File: src/rtl/pd_dwell_sequencer.sv
// pd_dwell_sequencer: runs one detector dwell at a time. It latches the
// threshold and dwell length, forces the detector out of any stale pulse
// (ARM), gates the detector enable for the dwell, and tracks the detector's
// pulse state with an internal copy of the detector rule (the mirror). When a
// pulse ends it captures the detector's {toa, pw, pa} into a first-word
// fall-through PDW FIFO that feeds a valid/ready stream.
// Optional statistics counters are built when PD_SEQ_STATS_EN is defined.
module pd_dwell_sequencer #(
  parameter int VIDEO_SIZE = 10,
  parameter int FIFO_DEPTH = 16
) (
  input  logic                  clock,
  input  logic                  reset,
  input  logic                  start,
  input  logic                  stop,
  input  logic [31:0]           dwell_cycles,
  input  logic [VIDEO_SIZE-1:0] threshold_in,
  input  logic [VIDEO_SIZE-1:0] video,
  output logic                  pd_enable,
  output logic [VIDEO_SIZE-1:0] pd_threshold,
  input  logic [31:0]           pd_pw,
  input  logic [31:0]           pd_pa,
  input  logic [31:0]           pd_toa,
  output logic                  pdw_valid,
  input  logic                  pdw_ready,
  output logic [31:0]           pdw_toa,
  output logic [31:0]           pdw_pw,
  output logic [31:0]           pdw_pa,
  output logic                  busy,
  output logic                  done,
  output logic [15:0]           drop_count,
  output logic [15:0]           pulse_count,
  output logic [2:0]            dbg_state
);

  localparam int AW = $clog2(FIFO_DEPTH);
  localparam int EW = 96;
  localparam logic [AW:0] FULL_CNT = (AW+1)'(FIFO_DEPTH);

  typedef enum logic [2:0] {
    S_IDLE  = 3'd0,
    S_ARM   = 3'd1,
    S_DWELL = 3'd2,
    S_FLUSH = 3'd3,
    S_DONE  = 3'd4
  } state_t;

  state_t                  state_q, state_d;
  logic                    pd_enable_q, pd_enable_d;
  logic [VIDEO_SIZE-1:0]   pd_threshold_q, pd_threshold_d;
  logic                    done_q, done_d;
  logic [31:0]             dwell_len_q, dwell_len_d;
  logic [31:0]             cnt_q, cnt_d;
  logic                    mirror_q, mirror_d;
  logic                    mirror_end;
  logic                    cap_pend_q, cap_pend_d;
  logic                    start_acc;

  assign start_acc    = (state_q == S_IDLE) && start;
  assign pd_enable    = pd_enable_q;
  assign pd_threshold = pd_threshold_q;
  assign done         = done_q;
  assign busy         = (state_q != S_IDLE);
  assign dbg_state    = state_q;

  // Next-state logic: dwell sequencing plus the detector-rule mirror.
  always_comb begin
    state_d        = state_q;
    pd_enable_d    = pd_enable_q;
    pd_threshold_d = pd_threshold_q;
    done_d         = 1'b0;
    dwell_len_d    = dwell_len_q;
    cnt_d          = cnt_q;
    mirror_d       = mirror_q;
    mirror_end     = 1'b0;
    // The mirror only moves on edges where the detector itself is enabled.
    if (pd_enable_q) begin
      if (!mirror_q && (video >= pd_threshold_q)) begin
        mirror_d = 1'b1;
      end else if (mirror_q && (video < pd_threshold_q)) begin
        mirror_d   = 1'b0;
        mirror_end = 1'b1;
      end
    end
    // Pulses that end while arming are stale and are never captured.
    cap_pend_d = mirror_end && ((state_q == S_DWELL) || (state_q == S_FLUSH));
    case (state_q)
      S_IDLE: begin
        if (start) begin
          dwell_len_d    = (dwell_cycles == 32'd0) ? 32'd1 : dwell_cycles;
          pd_threshold_d = threshold_in;
          pd_enable_d    = 1'b1;
          state_d        = S_ARM;
        end
      end
      S_ARM: begin
        // A below-threshold enabled cycle guarantees the detector is idle.
        if (video < pd_threshold_q) begin
          cnt_d    = dwell_len_q;
          mirror_d = 1'b0;
          state_d  = S_DWELL;
        end
      end
      S_DWELL: begin
        if (cnt_q <= 32'd1) begin
          if (mirror_d) begin
            state_d = S_FLUSH;
          end else begin
            state_d     = S_DONE;
            pd_enable_d = 1'b0;
            done_d      = 1'b1;
          end
        end else begin
          cnt_d = cnt_q - 32'd1;
        end
      end
      S_FLUSH: begin
        if (!mirror_d) begin
          state_d     = S_DONE;
          pd_enable_d = 1'b0;
          done_d      = 1'b1;
        end
      end
      S_DONE: begin
        state_d = S_IDLE;
      end
      default: begin
        state_d     = S_IDLE;
        pd_enable_d = 1'b0;
      end
    endcase
    // Abort wins over every other transition; a pending capture is kept.
    if (stop && (state_q != S_IDLE)) begin
      state_d     = S_IDLE;
      pd_enable_d = 1'b0;
      done_d      = 1'b0;
    end
  end

  // FSM and mirror registers.
  always_ff @(posedge clock or posedge reset) begin
    if (reset) begin
      state_q        <= S_IDLE;
      pd_enable_q    <= 1'b0;
      pd_threshold_q <= '0;
      done_q         <= 1'b0;
      dwell_len_q    <= 32'd1;
      cnt_q          <= 32'd1;
      mirror_q       <= 1'b0;
      cap_pend_q     <= 1'b0;
    end else begin
      state_q        <= state_d;
      pd_enable_q    <= pd_enable_d;
      pd_threshold_q <= pd_threshold_d;
      done_q         <= done_d;
      dwell_len_q    <= dwell_len_d;
      cnt_q          <= cnt_d;
      mirror_q       <= mirror_d;
      cap_pend_q     <= cap_pend_d;
    end
  end

  // PDW stream: pdw_valid means the head entry is on pdw_*; the entry is
  // consumed on any rising edge where pdw_valid && pdw_ready. pdw_* stay
  // stable until that pop (or until a write lands in an empty FIFO).
  logic [EW-1:0] mem_q [FIFO_DEPTH];
  logic [AW-1:0] wr_ptr_q, wr_ptr_d;
  logic [AW-1:0] rd_ptr_q, rd_ptr_d;
  logic [AW:0]   count_q, count_d;
  logic          push, pop, full, push_ok;

  assign pdw_valid = (count_q != '0);
  assign {pdw_toa, pdw_pw, pdw_pa} = mem_q[rd_ptr_q];

  // FIFO bookkeeping; a pop in the same cycle frees room for a push when full.
  always_comb begin
    push     = cap_pend_q;
    pop      = pdw_valid && pdw_ready;
    full     = (count_q == FULL_CNT);
    push_ok  = push && (!full || pop);
    wr_ptr_d = push_ok ? (wr_ptr_q + AW'(1)) : wr_ptr_q;
    rd_ptr_d = pop ? (rd_ptr_q + AW'(1)) : rd_ptr_q;
    count_d  = count_q + {{AW{1'b0}}, push_ok} - {{AW{1'b0}}, pop};
  end

  // FIFO storage and pointers; storage resets so pdw_* read 0 after reset.
  always_ff @(posedge clock or posedge reset) begin
    if (reset) begin
      for (int i = 0; i < FIFO_DEPTH; i++) mem_q[i] <= '0;
      wr_ptr_q <= '0;
      rd_ptr_q <= '0;
      count_q  <= '0;
    end else begin
      if (push_ok) mem_q[wr_ptr_q] <= {pd_toa, pd_pw, pd_pa};
      wr_ptr_q <= wr_ptr_d;
      rd_ptr_q <= rd_ptr_d;
      count_q  <= count_d;
    end
  end

`ifdef PD_SEQ_STATS_EN
  logic [15:0] pulse_count_q, pulse_count_d;
  logic [15:0] drop_count_q, drop_count_d;

  // Saturating per-dwell statistics, cleared when a dwell is started.
  always_comb begin
    pulse_count_d = pulse_count_q;
    drop_count_d  = drop_count_q;
    if (start_acc) begin
      pulse_count_d = '0;
      drop_count_d  = '0;
    end else begin
      if (push && (pulse_count_q != 16'hFFFF)) pulse_count_d = pulse_count_q + 16'd1;
      if (push && !push_ok && (drop_count_q != 16'hFFFF)) drop_count_d = drop_count_q + 16'd1;
    end
  end

  // Statistics registers.
  always_ff @(posedge clock or posedge reset) begin
    if (reset) begin
      pulse_count_q <= '0;
      drop_count_q  <= '0;
    end else begin
      pulse_count_q <= pulse_count_d;
      drop_count_q  <= drop_count_d;
    end
  end

  assign pulse_count = pulse_count_q;
  assign drop_count  = drop_count_q;
`else
  assign pulse_count = 16'd0;
  assign drop_count  = 16'd0;
`endif

endmodule

File: config.mk
export PLATFORM = sky130hd
export DESIGN_NAME = pd_dwell_sequencer
export DESIGN_NICKNAME = d
export VERILOG_FILES = /design/src/rtl/pd_dwell_sequencer.sv
export SDC_FILE = /design/constraint.sdc
export NUM_CORES = 2
export LEC_CHECK = 0
export CORE_MARGIN = 4
export CORE_UTILIZATION = 50
export CTS_CLUSTER_SIZE = 40
export DETAILED_ROUTE_END_ITERATION = 7
export MAX_ROUTING_LAYER = met4
export PLACE_DENSITY = 0.68
export SYNTH_ARGS = -nofsm -noshare
export SYNTH_HDL_FRONTEND = slang
export SYNTH_SLANG_ARGS = --single-unit
File: constraint.sdc
create_clock -name clock -period 90.3 [get_ports clock]
set_input_delay 9.03 -clock clock [delete_from_list [all_inputs] [get_ports clock]]
set_output_delay 9.03 -clock clock [all_outputs]
set_load 0.005 [all_outputs]
==> flow_summary.html <==
<table>
<tr><th>Metric</th><th>Value</th></tr>
<tr><th colspan="2">Layout</th></tr>
<tr><td>Share of the core filled with cells in the final layout</td><td>57.1%</td></tr>
<tr><td>Area growth syn-to-layout</td><td>13.3%</td></tr>
<tr><td>Fraction of final layout cells sized beyond drive strength 1</td><td>51.1%</td></tr>
<tr><td>Area of the multi-input gates</td><td>31000 sq um</td></tr>
<tr><td>Fill cells</td><td>11.4k</td></tr>
<tr><td>Nets@finish</td><td>4772</td></tr>
<tr><td>FF+latch area</td><td>40800 sq um</td></tr>
<tr><th colspan="2">Drt</th></tr>
<tr><td>Number of remaining DRC errors</td><td>0</td></tr>
<tr><td>Starting DRC count in detailed routing</td><td>2263</td></tr>
<tr><td>Number of vias per cell after detailed routing</td><td>6.03</td></tr>
<tr><td>Via total after detailed routing</td><td>40.2k</td></tr>
<tr><td>DRT antenna net count</td><td>0</td></tr>
<tr><td>Routed wire per std cell</td><td>26.4 um</td></tr>
<tr><td>Wire length reported by the detailed router</td><td>176 mm</td></tr>
<tr><td>Drt pass-1 iters</td><td>6</td></tr>
<tr><th colspan="2">Synthesis</th></tr>
<tr><td>Most frequently used cell type in the post-synthesis netlist</td><td>dfrtp_1</td></tr>
<tr><td>Yosys reg bits</td><td>1630</td></tr>
<tr><td>Number of flops mapped to enable cells by yosys</td><td>0</td></tr>
<tr><td>Cell variety after synth</td><td>63</td></tr>
<tr><td>Gate count of the mapped netlist</td><td>4479</td></tr>
<tr><td>Area share of the largest cell type after synthesis</td><td>55.4%</td></tr>
<tr><td>Post-synthesis sequential area ratio</td><td>55.5%</td></tr>
<tr><td>Cell accounting for the most synthesized area</td><td>dfrtp_1</td></tr>
<tr><td>Cell area after technology mapping</td><td>73500 sq um</td></tr>
<tr><td>Predominant post-synthesis flop cell</td><td>dfrtp_1</td></tr>
<tr><td>Synth Warn #</td><td>0</td></tr>
<tr><td>Leading cell types by total area after synthesis</td><td>dfrtp_1 (55%), mux2_2 (24%), mux4_2 (15%), clkbuf_1 (0.93%), buf_2 (0.67%)</td></tr>
<tr><td>Synth Area per Inst</td><td>16.4 sq um</td></tr>
<tr><td>Asr flop ratio synth</td><td>100%</td></tr>
<tr><td>Most numerous cell types in the synthesized netlist</td><td>dfrtp_1 (1628), mux2_2 (1569), mux4_2 (480)</td></tr>
<tr><th colspan="2">Critical path</th></tr>
<tr><td>Req. time, crit path</td><td>81.27 ns</td></tr>
<tr><td>CP startpoint kind</td><td>flop</td></tr>
<tr><td>Critical Path End Type</td><td>output pin</td></tr>
<tr><td>Worst-path fanout max</td><td>147</td></tr>
<tr><td>Arrival time at the worst endpoint</td><td>5.47 ns</td></tr>
<tr><td>Critical path type</td><td>flop to output pin</td></tr>
<tr><th colspan="2">STA</th></tr>
<tr><td>Clock period minus final worst setup slack</td><td>14.50 ns</td></tr>
<tr><td>Post-route fraction of the period consumed by the critical path</td><td>16.1%</td></tr>
<tr><td>Number of pins exceeding their max-slew limit in the final report</td><td>0</td></tr>
<tr><td>Slew HR</td><td>18.6%</td></tr>
<tr><td>Number of endpoints failing setup at the final stage</td><td>0</td></tr>
<tr><td>Post-Route Setup TNS</td><td>0 ns</td></tr>
<tr><td>Clk_skew</td><td>0.0186 ns</td></tr>
<tr><td>Setup repair after global routing missed its margin</td><td>no</td></tr>
<tr><td>Fin. Hold Viols</td><td>0</td></tr>
<tr><td>Actual slew at the worst max-slew pin</td><td>1.22 ns</td></tr>
<tr><td>Highest clock rate</td><td>69.0 MHz</td></tr>
<tr><th colspan="2">Floorplan</th></tr>
<tr><td>Placeable core area</td><td>146000 sq um</td></tr>
<tr><td>Starting Density</td><td>50.4%</td></tr>
<tr><td>Width of the die</td><td>391 um</td></tr>
<tr><td>Std-Cell Rows</td><td>140</td></tr>
<tr><td>Total Die Area</td><td>153000 sq um</td></tr>
<tr><td>Die Ht</td><td>391 um</td></tr>
<tr><td>Number of I/O pins</td><td>298</td></tr>
<tr><th colspan="2">Clocking</th></tr>
<tr><td>Buffer type at the clock tree root</td><td>clkbuf_16</td></tr>
<tr><td>Clk buf depth</td><td>3</td></tr>
<tr><td>Number of levels in the clock H-tree</td><td>4</td></tr>
<tr><td>Clk slew on worst S/H paths</td><td>0.06 ns</td></tr>
<tr><td>Worst skew pair latency</td><td>0.79 ns</td></tr>
<tr><td>Post-CTS Setup Repair Bufs</td><td>0</td></tr>
<tr><td>Clock Sinks</td><td>1630</td></tr>
<tr><td>Hold buffers post-CTS</td><td>0</td></tr>
<tr><td>Number of gates resized after CTS</td><td>0</td></tr>
<tr><td>Clock tree from TritonCTS</td><td>yes</td></tr>
<tr><td>Clock buffers created by TritonCTS</td><td>173</td></tr>
<tr><th colspan="2">Pwr</th></tr>
<tr><td>Total power after layout</td><td>2.02 mW</td></tr>
<tr><td>Leak</td><td>39.9 nW</td></tr>
<tr><td>Worst voltage drop across the vdd grid</td><td>0.0000297 V</td></tr>
<tr><td>Ratio of total power to cell area</td><td>24.3 nW/um^2</td></tr>
<tr><th colspan="2">GRT</th></tr>
<tr><td>Global-route wire length before repair</td><td>273 mm</td></tr>
<tr><td>Total GRT Usage</td><td>24.2%</td></tr>
<tr><td>Number of antenna violations at the first check in global routing</td><td>21</td></tr>
<tr><td>Aggregate global routing overflow</td><td>0</td></tr>
<tr><td>Number of global-route vias before repair</td><td>43.1k</td></tr>
<tr><td>Largest net degree at the start of global routing</td><td>179</td></tr>
<tr><th colspan="2">Place</th></tr>
<tr><td>Number of port buffers</td><td>265</td></tr>
<tr><td>Post-detailed-placement half-perimeter wirelength</td><td>94.0 mm</td></tr>
<tr><td>Placer's final routability congestion estimate</td><td>0.768</td></tr>
<tr><th colspan="2">Run</th></tr>
<tr><td>Number of violations of the max-capacitance limit</td><td>0</td></tr>
<tr><th colspan="2">Hold path</th></tr>
<tr><td>Classification of the worst-slack hold path</td><td>flop to flop</td></tr>
<tr><th colspan="2">Run status</th></tr>
<tr><td>Outcome</td><td>finished, final reports clean</td></tr>
</table>
## report_power, final
part           internal [mW]  switching (mW)  total (mW)
registers              0.801          0.0541       0.855
clock network          0.412           0.293       0.705
logic                  0.235           0.229       0.464
total                   1.45           0.576        2.02
## cell type report
type                    count  share of cell area [%]
diodes                     15                  0.0451
clock buffers             273                    6.23
flip-flops and latches   1630                    49.0
repair buffers            331                    3.92
inverters                  26                   0.126
well taps                1917                    2.88
clock inverters            41                   0.569
multi-input cells        2433                    37.2
## metrics by stage
step           worst slack, ns  std cells  area (sq um)  hold WS, ns
6_report                 75.80       6666         83300        0.497
5_1_grt                  75.60       6663         83300        0.505
4_1_cts                  75.73       6651         83200        0.500
3_5_place_dp             76.40       6337         77600        0.487
3_3_place_gp             76.46       6337         77600        0.482
2_1_floorplan            35.28       4510         73600        0.449
## registers in the layout, indices dropped and copies added (netlist names)
register and flops:
rd_ptr_q 4, dbg_state 3, cnt_q 32, wr_ptr_q 4
dwell_len_q 32, mem_q 1536, done 1, pd_threshold 10
pd_enable 1, cap_pend_q 1, count_q 5, mirror_q 1
## final timing paths
kind,startpoint,to,slack [ns],cells after the start
hold reg to reg,mem_q[385],mem_q[385],0.50,1
max in group asynchronous,reset,mem_q[1177],77.59,6
setup / recovery,rd_ptr_q[1],pdw_toa[16],75.80,6
setup reg to reg,count_q[2],mem_q[620],85.87,11
min in group asynchronous,reset,dbg_state[2],8.79,2
hold / removal,mem_q[385],mem_q[385],0.50,1
## cells in the final DEF (no fill, tap or decap), drive strengths merged, types with 22 or more instances in the layout
| cell | count |
|---|---|
| a21oi | 30 |
| nor2 | 50 |
| ha | 23 |
| nand2 | 48 |
| clkinv | 24 |
| clkdlybuf4s50 | 265 |
| clkbuf | 273 |
| inv | 34 |
| mux4 | 480 |
| mux2 | 1570 |
| buf | 66 |
| conb | 32 |
| dfrtp | 1628 |
| nor3 | 22 |
## critical path: stages (launching register included)
cell and delay [ns]:
dfrtp_4 0.53, buf_4 0.76, buf_12 0.78, buf_4 0.83, mux4_2 0.59, mux4_2 0.55, clkdlybuf4s50_1 0.49
## layer usage
metal  vias up  routed length (um)  track usage [%]
li1      17100                   -                -
met1     22200               79400             33.4
met2       694               87100             38.7
met3       235                6560             3.58
met4         0                3110             5.07
met5         -                   0                -
## cells by family (layout without fill, tap and decap cells)
| kind of cell | count (synthesis) | count (layout) | synth area share (%) |
|---|---|---|---|
| and+or+nand+nor | 194 | 194 | 1.37 |
| DFF | 1630 | 1630 | 55.5 |
| AOI/OAI and AO/OA | 120 | 120 | 1.13 |
| xor gates and xnor gates | 12 | 12 | 0.143 |
| adders and majority gates | 24 | 24 | 0.419 |
| muxes | 2051 | 2051 | 38.8 |
| buffers and inverters | 447 | 671 | 2.64 |
| other | 1 | 47 | 0.00510 |
Power figures use the tool's default switching activity.
